==> src/rtl/snake_body_shifter.sv <==
// Snake tail shifter: moves tail slots down one position per move and writes old head to slot 0.
// Optional self-collision detection is enabled with `define SELF_COLLISION_EN.
module snake_body_shifter #(
  parameter int WORD_W = 12,
  parameter int ADDR_W = 7,
  parameter int MAX_TAILS = 128,
  parameter int CNT_W = 8,
  parameter logic [WORD_W-1:0] RESET_HEAD = 12'h820
) (
  input  logic              clk,
  input  logic              reset,
  input  logic              move_req,
  input  logic [WORD_W-1:0] next_head,
  input  logic              grow,
  output logic [ADDR_W-1:0] mem_addr,
  output logic              mem_rd_en,
  input  logic [WORD_W-1:0] mem_rdata,
  output logic              mem_wr_en,
  output logic [WORD_W-1:0] mem_wdata,
  output logic [WORD_W-1:0] head_pos,
  output logic [CNT_W-1:0]  num_tails,
  output logic              busy,
  output logic              done,
  output logic              grow_sat,
  output logic              collision
);

  localparam logic [2:0] S_IDLE  = 3'd0;
  localparam logic [2:0] S_READ  = 3'd1;
  localparam logic [2:0] S_WRITE = 3'd2;
  localparam logic [2:0] S_HEAD  = 3'd3;
  localparam logic [2:0] S_DONE  = 3'd4;

  logic [2:0]        state;
  logic [CNT_W-1:0]  idx;
  logic [CNT_W-1:0]  idx_m1;
  logic [CNT_W-1:0]  start_idx;
  logic [WORD_W-1:0] new_head;
  logic [WORD_W-1:0] old_head;
  logic              grow_q;
  logic              eff_q;
  logic              eff_grow;

  always_comb begin
    eff_grow  = grow && (num_tails < CNT_W'(MAX_TAILS));
    start_idx = eff_grow ? num_tails : num_tails - CNT_W'(1);
    idx_m1    = idx - CNT_W'(1);
  end

`ifdef SELF_COLLISION_EN
  logic hit;

  always_ff @(posedge clk or posedge reset) begin
    if (reset) begin
      hit <= 1'b0;
    end else begin
      case (state)
        S_IDLE:  if (move_req) hit <= 1'b0;
        S_WRITE: if (mem_rdata == new_head) hit <= 1'b1;
        S_HEAD:  if (old_head == new_head) hit <= 1'b1;
        default: ;
      endcase
    end
  end

  // Result stays visible after done until the next accept clears it.
  assign collision = hit && (state == S_DONE || state == S_IDLE);
`else
  assign collision = 1'b0;
`endif

  always_ff @(posedge clk or posedge reset) begin
    if (reset) begin
      state     <= S_IDLE;
      idx       <= '0;
      new_head  <= '0;
      old_head  <= '0;
      grow_q    <= 1'b0;
      eff_q     <= 1'b0;
      head_pos  <= RESET_HEAD;
      num_tails <= '0;
    end else begin
      case (state)
        S_IDLE: begin
          if (move_req) begin
            new_head <= next_head;
            old_head <= head_pos;
            grow_q   <= grow;
            eff_q    <= eff_grow;
            idx      <= start_idx;
            if (num_tails == '0 && !eff_grow)
              state <= S_DONE;
            else if (start_idx >= CNT_W'(1))
              state <= S_READ;
            else
              state <= S_HEAD;
          end
        end
        S_READ: state <= S_WRITE;
        S_WRITE: begin
          idx   <= idx_m1;
          state <= (idx_m1 >= CNT_W'(1)) ? S_READ : S_HEAD;
        end
        S_HEAD: state <= S_DONE;
        S_DONE: begin
          head_pos <= new_head;
          if (eff_q) num_tails <= num_tails + CNT_W'(1);
          state <= S_IDLE;
        end
        default: state <= S_IDLE;
      endcase
    end
  end

  always_comb begin
    mem_addr  = '0;
    mem_rd_en = 1'b0;
    mem_wr_en = 1'b0;
    mem_wdata = '0;
    done      = 1'b0;
    grow_sat  = 1'b0;
    case (state)
      S_READ: begin
        mem_rd_en = 1'b1;
        mem_addr  = idx_m1[ADDR_W-1:0];
      end
      S_WRITE: begin
        mem_wr_en = 1'b1;
        mem_addr  = idx[ADDR_W-1:0];
        mem_wdata = mem_rdata;
      end
      S_HEAD: begin
        mem_wr_en = 1'b1;
        mem_wdata = old_head;
      end
      S_DONE: begin
        done     = 1'b1;
        grow_sat = grow_q && !eff_q;
      end
      default: ;
    endcase
  end

  assign busy = (state != S_IDLE);

endmodule

==> config.mk <==
export PLATFORM = sky130hd
export DESIGN_NAME = snake_body_shifter
export DESIGN_NICKNAME = d
export VERILOG_FILES = /design/src/rtl/snake_body_shifter.sv
export SDC_FILE = /design/constraint.sdc
export NUM_CORES = 1
export LEC_CHECK = 0
export ABC_AREA = 1
export CAP_MARGIN = 5
export CORE_UTILIZATION = 53
export CTS_CLUSTER_DIAMETER = 80
export CTS_CLUSTER_SIZE = 40
export DETAILED_ROUTE_END_ITERATION = 8
export PLACE_DENSITY = 0.95
export SYNTH_ARGS = -nofsm -noshare
export SYNTH_HDL_FRONTEND = slang
export SYNTH_SLANG_ARGS = --single-unit
==> constraint.sdc <==
create_clock -name clk -period 4.3 [get_ports clk]
set_clock_uncertainty 0.1 [all_clocks]
set_input_delay 0.86 -clock clk [delete_from_list [all_inputs] [get_ports clk]]
set_output_delay 0.86 -clock clk [all_outputs]
set_load 0.01 [all_outputs]
==> results.ini, run 1 <==
[grt]
grt_pass1_vias = 2773
antenna_found_initial = 0
grt_max_degree = 55
grt_pass1_wl_mm = 12.55
grt_overflow = 0
grt.total_usage = 0.2745

[cts]
cts_tree = built
postCtsHoldBufs = 0
clock_latency_ps = 340
path_clk_slew_ps = 70
cts_buffers = 9
htreeDepth = 3
clockBufferDepth = 2
cts_setup_buffers = 0
numClockSinks = 57
clockRootBuffer = clkbuf_8
post_cts_resized = 0

[final_layout]
nets = 484
area.sequential_sq_um = 1429
fillers = 383
multi_input_area_sq_um = 1262
drive_gt1_frac = 0.08553
insertedDiodeCount = 0
final_area_sq_um = 3926
area_growth_pct = 31.30

[floorplan]
dieArea_sq_um = 5947
num_rows = 26
chipWidth_um = 77.12
core_sq_um = 5270
io_pins = 73
start_util = 0.5674
die_h_um = 77.12

[logic_synthesis]
syn_area_per_cell_sq_um = 7.869
async_reset_ff_frac = 1.000
yosys.cell_types.count = 35
ys_ff_latch = 57
ys.flop_type = dfrtp_1
syn-num-nets = 413
yosysWarnings = 0
syn_area_sq_um = 2990
synth-edff-count = 0
ys_seq_area_frac = 0.4778
synthCells = 380

[run]
cap_violations = 0

[drt]
wl_mm = 7.609
drt_pass1_iterations = 5
wl_per_cell_um = 14.47
viasPerCell = 5.451
drc = 0
drt_iter0_drc = 174
ant_nets = 0
vias = 2867

[critical_path]
required_ps = 3340
arrival_ps = 2520
crit_type = reg -> out
path_max_fanout = 18
end_kind = primary output
startpoint_type = flop

[placed_design]
place_hpwl_mm = 5.339
place_area_sq_um = 3730
gp_congestion = 0.8344
io_buffers = 71

[power]
p_int_w = 0.001549
ir_worst_vdd_v = 0.0003386
combPwrFrac = 0.467
seqPwrFrac = 0.342
switching_share = 0.4170
p_sw_w = 0.001108
clkPwrFrac = 0.191
power_density_nw_per_um2 = 676.8
p_leak_nw = 1.794
p_total_w = 0.002657

[timing]
min_period_ps = 3476
timing.setup.tns_ps = 0
drv_slew = 0
max_slew.worst_pin.slew_ps = 803.3
fin_crit_sh = 0.8083
rsz0062_at_grt = no
hold_viol_final = 0
holdWs_ps = 406.1
setup_violations = 0
slew_headroom = 0.4637
max_freq_mhz = 287.7

[status]
status = finished, final reports clean

[hold_path]
min_path_type = reg -> reg

## worst max-delay path, stage by stage (launching register included)
cell,delay [ps]
dfrtp_1,440
inv_1,120
nand3_1,400
inv_2,440
nand2_1,100
o21ai_0,110
clkdlybuf4s50_1,570
## registers in the layout, indices dropped and copies added (netlist names)
| signal | count |
|---|---|
| state | 3 |
| old_head | 12 |
| new_head | 12 |
| grow_q | 1 |
| idx | 8 |
| head_pos | 12 |
| eff_q | 1 |
| num_tails | 8 |
## power by group through the flow
stage	Sequential (W)	Clock [W]	Combinational (W)
after global routing	0.000927	0.000535	0.00138
after global placement	0.000895	0	0.00116
final	0.000908	0.000507	0.00124
after detailed placement	0.000912	0	0.00121
after CTS	0.000904	0.000506	0.00123
after floorplan	0.000905	0	0.000748
## per-stage QoR
stage / util / worst slack [ps] / instances
floorplan: - / 1944 / 380
global placement: 0.7077 / 1344 / 510
detailed placement: 0.7077 / 1289 / 510
CTS: 0.7450 / 862.4 / 526
global route: 0.7450 / 688.3 / 526
finish: 0.7450 / 824.1 / 526
## synth_stat cells, types with 2 or more instances
cell	number	area, sq um
o21ai_0	56	280.3
a21oi_1	4	20.02
nand2_2	3	18.77
o22ai_1	5	31.28
xor2_1	7	61.31
nand4_1	9	56.30
dfstp_2	2	52.55
nor2_4	2	22.52
nand2_1	94	352.8
inv_2	5	18.77
ha_1	5	62.56
nor2_2	4	25.02
o221ai_1	5	43.79
buf_4	3	22.52
clkbuf_1	4	15.01
dfrtp_1	55	1376
inv_1	54	202.7
buf_2	5	25.02
nand3_1	14	70.07
nor2_1	29	108.9
## logic make-up (layout without fill, tap and decap cells)
group	count (synthesis)	count (layout)	synth area share
AND/OR/NAND/NOR	162	162	0.2414
AO/OA/AOI/OAI	74	74	0.1351
buffers and inverters	73	149	0.09999
flip-flops	57	57	0.4778
XOR/XNOR	8	8	0.02343
adder cells (fa/ha/maj)	5	5	0.02092
other	1	1	0.001254
## area by class of cell
type                    instances  area share
multi-input cells             250      0.3215
inverters                      60     0.05736
clock inverters                 5     0.01402
flip-flops and latches         57      0.3639
well taps                      70     0.02231
repair buffers                 73      0.1848
clock buffers                  11     0.03601
## path summary, 6_finish.rpt
kind                                          from                       end  slack, ps  depth (start not counted)
max reg2reg                   state[0]$_DFFE_PP0P_        idx[2]$_DFFE_PP0P_       2250                          7
min in group asynchronous                    reset  num_tails[2]$_DFFE_PP0P_        890                          2
max                           state[0]$_DFFE_PP0P_              mem_wdata[8]        820                          6
max in group asynchronous                    reset  old_head[11]$_DFFE_PP0P_       2460                          3
min reg2reg                head_pos[5]$_DFFE_PP1P_   head_pos[5]$_DFFE_PP1P_        410                          2
min                        head_pos[5]$_DFFE_PP1P_   head_pos[5]$_DFFE_PP1P_        410                          2
## per-layer routing
layer | part of all wire | vias up | track usage
met1 | 0.41 | 1332 | 0.3294
met2 | 0.48 | 150 | 0.4455
li1 | - | 1351 | -
met4 | 0.039 | 0 | 0.1415
met3 | 0.073 | 34 | 0.08214
met5 | 0 | - | 0
## placed cells by master, fill, tap and decap left out, types with 5 or more instances in the layout
cell type,count
clkdlybuf4s50_1,71
nand4_1,9
nor2_1,29
xor2_1,7
clkbuf_8,10
o21ai_0,56
dfrtp_1,55
nand2_1,94
o221ai_1,5
ha_1,5
inv_2,6
o22ai_1,5
nand3_1,14
inv_1,53
Note: power is estimated with default switching activity, not from simulation.
==> run 2, diff against run 1 <==
--- a/config.mk
+++ b/config.mk
@@ -7,11 +7,11 @@
 export LEC_CHECK = 0
 export ABC_AREA = 1
 export CAP_MARGIN = 5
-export CORE_UTILIZATION = 53
+export CORE_UTILIZATION = 50
 export CTS_CLUSTER_DIAMETER = 80
 export CTS_CLUSTER_SIZE = 40
 export DETAILED_ROUTE_END_ITERATION = 8
-export PLACE_DENSITY = 0.95
+export PLACE_DENSITY = 0.91
 export SYNTH_ARGS = -nofsm -noshare
 export SYNTH_HDL_FRONTEND = slang
 export SYNTH_SLANG_ARGS = --single-unit
==> constraint.sdc (replaced) <==
create_clock -name clk -period 3.5 [get_ports clk]
set_clock_uncertainty 0.1 [all_clocks]
set_input_delay 0.7 -clock clk [delete_from_list [all_inputs] [get_ports clk]]
set_output_delay 0.7 -clock clk [all_outputs]
set_load 0.01 [all_outputs]
==> results.ini, run 2 (synthesis gave the netlist of run 1 again) <==
[critical_path]
required_ps = 2700
end_kind = primary output
arrival_ps = 2480
crit_type = reg -> out
startpoint = state[0]$_DFFE_PP0P_
reg2reg_from = state[0]$_DFFE_PP0P_
reg2reg_depth = 6
path_max_fanout = 18
startpoint_type = flop

[floorplan]
num_rows = 27
io_pins = 73
dieArea_sq_um = 6294
start_util = 0.5301
chipWidth_um = 79.34
core_sq_um = 5642
die_h_um = 79.34

[cts]
post_cts_resized = 0
clockRootBuffer = clkbuf_8
postCtsHoldBufs = 0
cts_buffers = 9
numClockSinks = 57
htreeDepth = 3
clock_latency_ps = 340
cts_setup_buffers = 0
cts_tree = built
path_clk_slew_ps = 70
clockBufferDepth = 2

[timing]
slew_headroom = 0.5259
max_slew.worst_pin.slew_ps = 710.1
drv_slew = 0
fin_crit_sh = 0.9368
setup_violations = 0
timing.setup.tns_ps = 0
hold_viol_final = 0
max_freq_mhz = 305.0
min_period_ps = 3279
rsz0062_at_grt = no

[drt]
vias = 2835
drt_pass1_iterations = 5
wl_mm = 7.577
viasPerCell = 5.359
drc = 0
drt_iter0_drc = 321
wl_per_cell_um = 14.32
ant_nets = 0

[final_layout]
nets = 485
final_common_cell = nand2_1
fillers = 400
area_growth_pct = 32.64
reg_top3 = head_pos: 12 flops, new_head: 12 flops, old_head: 12 flops
area.sequential_sq_um = 1429
insertedDiodeCount = 0
utilization = 0.7030
drive_gt1_frac = 0.08972
multi_input_area_sq_um = 1262
final_cell_mix = 94 x nand2_1, 71 x clkdlybuf4s50_1, 56 x o21ai_0, 55 x dfrtp_1, 53 x inv_1

[run]
cap_violations = 0

[grt]
grt_pass1_vias = 2638
grt.total_usage = 0.2588
grt_pass1_wl_mm = 12.28
grt_max_degree = 37
grt_overflow = 0
antenna_found_initial = 0

[hold_path]
hold_depth = 2
min-delay-start = new_head[5]$_DFFE_PP0P_
min_path_type = reg -> reg

[power]
p_leak_nw = 1.813
power_density_nw_per_um2 = 843.4
ir_worst_vdd_v = 0.0004622

[placed_design]
io_buffers = 71
place_hpwl_mm = 5.237
gp_congestion = 0.8918

[status]
status = finished, final reports clean

run 2: cell type report:
type | count | area share
clock buffers | 9 | 0.03123
clock inverters | 7 | 0.02587
inverters | 60 | 0.05678
multi-input cells | 250 | 0.3183
flip-flops and latches | 57 | 0.3603
well taps | 72 | 0.02271
repair buffers | 74 | 0.1849
run 2: metrics by stage:
stage                     std cells  setup WS, ps  power, W  instance area [sq um]  hold slack [ps]
after floorplan                 380          1304  0.002031                   2990            373.4
after global placement          513         760.6  0.002525                   3740            379.6
after detailed placement        513         677.8  0.002603                   3740            385.6
after CTS                       529         260.7  0.003335                   3966            396.2
after global routing            529         48.92  0.003572                   3966            448.9
final                           529         221.3  0.003345                   3966            393.5
run 2: worst paths after layout:
kind,slack [ps],endpoint
worst max register to register,1460,old_head[3]$_DFFE_PP0P_
worst min register to register,390,head_pos[5]$_DFFE_PP1P_
worst min-delay path,390,head_pos[5]$_DFFE_PP1P_
worst max-delay path,220,mem_wdata[3]
min in group asynchronous,700,new_head[11]$_DFFE_PP0P_
max in group asynchronous,1960,eff_q$_DFFE_PP0P_
run 2: where the power goes:
| group | switching (W) | internal, W | total [W] |
|---|---|---|---|
| clock | 0.000293 | 0.000406 | 0.000700 |
| combinational | 0.000907 | 0.000621 | 0.00153 |
| sequential | 0.000179 | 0.000939 | 0.00112 |
run 2: worst max-delay path, cell delays in order (launching register included):
cell             delay (ps)
dfrtp_1                 460
inv_1                   130
nand3_1                 370
inv_2                   410
nand2_1                 110
o21ai_0                  90
clkdlybuf4s50_1         570
run 2: layer usage:
| metal | GRT usage | vias to the layer above | part of all wire | wire length, um |
|---|---|---|---|---|
| met4 | 0.1345 | 0 | 0.032 | 243 |
| met5 | 0 | - | 0 | 0 |
| li1 | - | 1356 | - | - |
| met1 | 0.3231 | 1299 | 0.41 | 3098 |
| met3 | 0.04713 | 26 | 0.066 | 501 |
| met2 | 0.4267 | 154 | 0.49 | 3734 |
==> RTL change (config.mk and constraints of run 2) <==
Change the parameter `ADDR_W` from 7 to 8.
--- a/src/rtl/snake_body_shifter.sv
+++ b/src/rtl/snake_body_shifter.sv
@@ -3,5 +3,5 @@
 module snake_body_shifter #(
   parameter int WORD_W = 12,
-  parameter int ADDR_W = 7,
+  parameter int ADDR_W = 8,
   parameter int MAX_TAILS = 128,
   parameter int CNT_W = 8,
Ports: changed (resized mem_addr); port bits go from 73 to 74. No check against the original RTL was run, so the function may have changed too.
==> RTL change against run 2 <==
- sequential share of layout area is 0.31 points higher
- total power shrank 3.4%
- cell area decreased by 0.85%
- worst setup slack better by 120 ps
- die area is 0.16% lower
- wire length is 8.0% lower
- synthesized area down 0.17%
- worst hold slack better by 15 ps
- synthesized cell count increased by 0.26%
- non-clock buffer count is 1 higher
- sequential cell count is the same
==> RTL change: results (changes against run 2) <==
| Metric | Value |
|---|---|
| CP max FO | 8 (-10) |
| N_diodes | 0 (unchanged) |
| Crit-path leading delay family | buffers and inverters |
| Top cells by area, synth | dfrtp_1 (46%), nand2_1 (13%), o21ai_0 (8.9%), inv_1 (7.2%), nor2_1 (4.3%) |
| CTS buffer count | 9 (unchanged) |
| Top cells by count, synth | nand2_1 (105), inv_1 (57), dfrtp_1 (55), o21ai_0 (53), nor2_1 (34) |
| Cells after DPL | 515 (+0.39%) |
| Outcome | completed |
| Leakage power | 1.84 nW (+1.5%) |
| Syn_nets | 415 (+0.48%) |
| GR Util All Layers | 0.242 (-0.0170) |
| Share of layout cells above drive strength 1 | 0.0697 (-0.0200) |
| Yosys Warn Count | 0 (unchanged) |
| Post-synth top flop | dfrtp_1 |
| Crit path largest cell delay | 560 ps |
| Drt first pass iters | 4 (-1) |
| Root Driver | clkbuf_8 |
| Unique masters post-synth | 28 (-20%) |
| First-pass GRT wire length | 11600 µm (-5.9%) |
| Sequential share of the synthesized area | 0.479 (+0.000801) |
| Nets | 488 (+0.62%) |
| Routed met3 length | 361 µm (-28%) |
| Gp weighted congestion | 0.896 (+0.49%) |
| Crit path buffers/inverters | 3 (unchanged) |
| # DRC | 0 (unchanged) |
| Routed length on met1 | 3010 µm (-3.0%) |
| Post-DR wirelength/cell | 13.1 µm (-8.4%) |
| Worst skew pair latency | 330 ps |
| Post-cts repair resize count | 0 (unchanged) |
| Pre-CTS worst setup slack | 753 ps (+74.8 ps) |
| WP data arrival | 2360 ps (-120 ps) |
| Number of fill cells | 434 (+8.5%) |
| I/O Buffers | 72 (+1.4%) |
| Total number of vias | 2710 (-4.4%) |
| Gate Count Post-Synth | 381 (+0.26%) |
| Slew @ Worst Pin | 724 ps (+14.1 ps) |
| DP HPWL | 4970 µm (-5.1%) |
| CTS H-tree lvls | 3 (unchanged) |
| Pin count of the biggest net entering global routing | 58 (+57%) |
| Post-Layout Cell Count | 531 (+0.38%) |
| DR top layer | met4 |
| Setup Buffers After CTS | 0 (unchanged) |
| Vias in the first global route | 2461 (-6.7%) |
| Met2 Routed Length | 3480 µm (-6.9%) |
| Biggest regs | head_pos: 12 flops, new_head: 12 flops, old_head: 12 flops |
| DR iter-0 viols | 293 (-8.7%) |
| Max IR drop VDD | 0.385 mV (-17%) |
| Initial antenna violation count | 0 (unchanged) |
| Clock Tree Buf Depth | 2 (unchanged) |
RTL change: cell count changes after synthesis, sizes merged, moves of 2 or more:
cell,change
clkbuf,+2
o22ai,+2
nor2,+3
nand2,+11
buf,-2
inv,-2
nand4,-9
o21ai,-4
xor2,+2
RTL change: area by class of cell:
| class | count | area share |
|---|---|---|
| clock buffer | 10 | 0.0325 |
| clock inverter | 6 | 0.0153 |
| inverter | 57 | 0.0544 |
| multi-input combinational | 254 | 0.323 |
| sequential | 57 | 0.363 |
| tap | 72 | 0.0229 |
| timing repair buffer | 75 | 0.189 |
RTL change: routing by layer:
layer / global-route usage / vias to the layer above
met5: 0 / -
met2: 0.396 / 90
li1: - / 1349
met1: 0.308 / 1261
met3: 0.0632 / 10
met4: 0.0873 / 0
RTL change: tightest hold or removal path, cell delays in order (launching register included):
cell and delay [ps]:
dfrtp_1 360, inv_1 60, o21ai_0 80
RTL change: kinds of logic (layout without fill, tap and decap cells):
kind of cell,count (synthesis),after routing,share of synthesized area
simple gates,166,166,0.238
compound gates,72,72,0.134
buf+inv,70,148,0.0964
flops,57,57,0.479
xor+xnor,9,9,0.0264
fa+ha+maj,6,6,0.0251
other cells,1,1,0.00126
RTL change: worst paths after layout:
check                              from            to  slack [ps]  cells after the start
max                              idx[0]   mem_addr[6]         340                      8
min reg2reg                new_head[11]  head_pos[11]         410                      2
max reg2reg                    state[0]        idx[2]        1450                      7
min                        new_head[11]  head_pos[11]         410                      2
max in group asynchronous         reset  head_pos[10]        2020                      3
min in group asynchronous         reset        grow_q         760                      3
RTL change: power breakdown:
| part | internal (mW) | switching [mW] | leakage (nW) |
|---|---|---|---|
| logic | 0.648 | 0.878 | 1.02 |
| clock network | 0.324 | 0.259 | 0.0920 |
| registers | 0.941 | 0.180 | 0.726 |
RTL change: stage by stage:
| stage | util | hold slack (ps) | area, µm² |
|---|---|---|---|
| after floorplan | - | 373 | 2990 |
| after global placement | 0.664 | 384 | 3740 |
| after detailed placement | 0.664 | 402 | 3740 |
| after CTS | 0.697 | 413 | 3930 |
| after global routing | 0.697 | 433 | 3930 |
| final | 0.697 | 408 | 3930 |
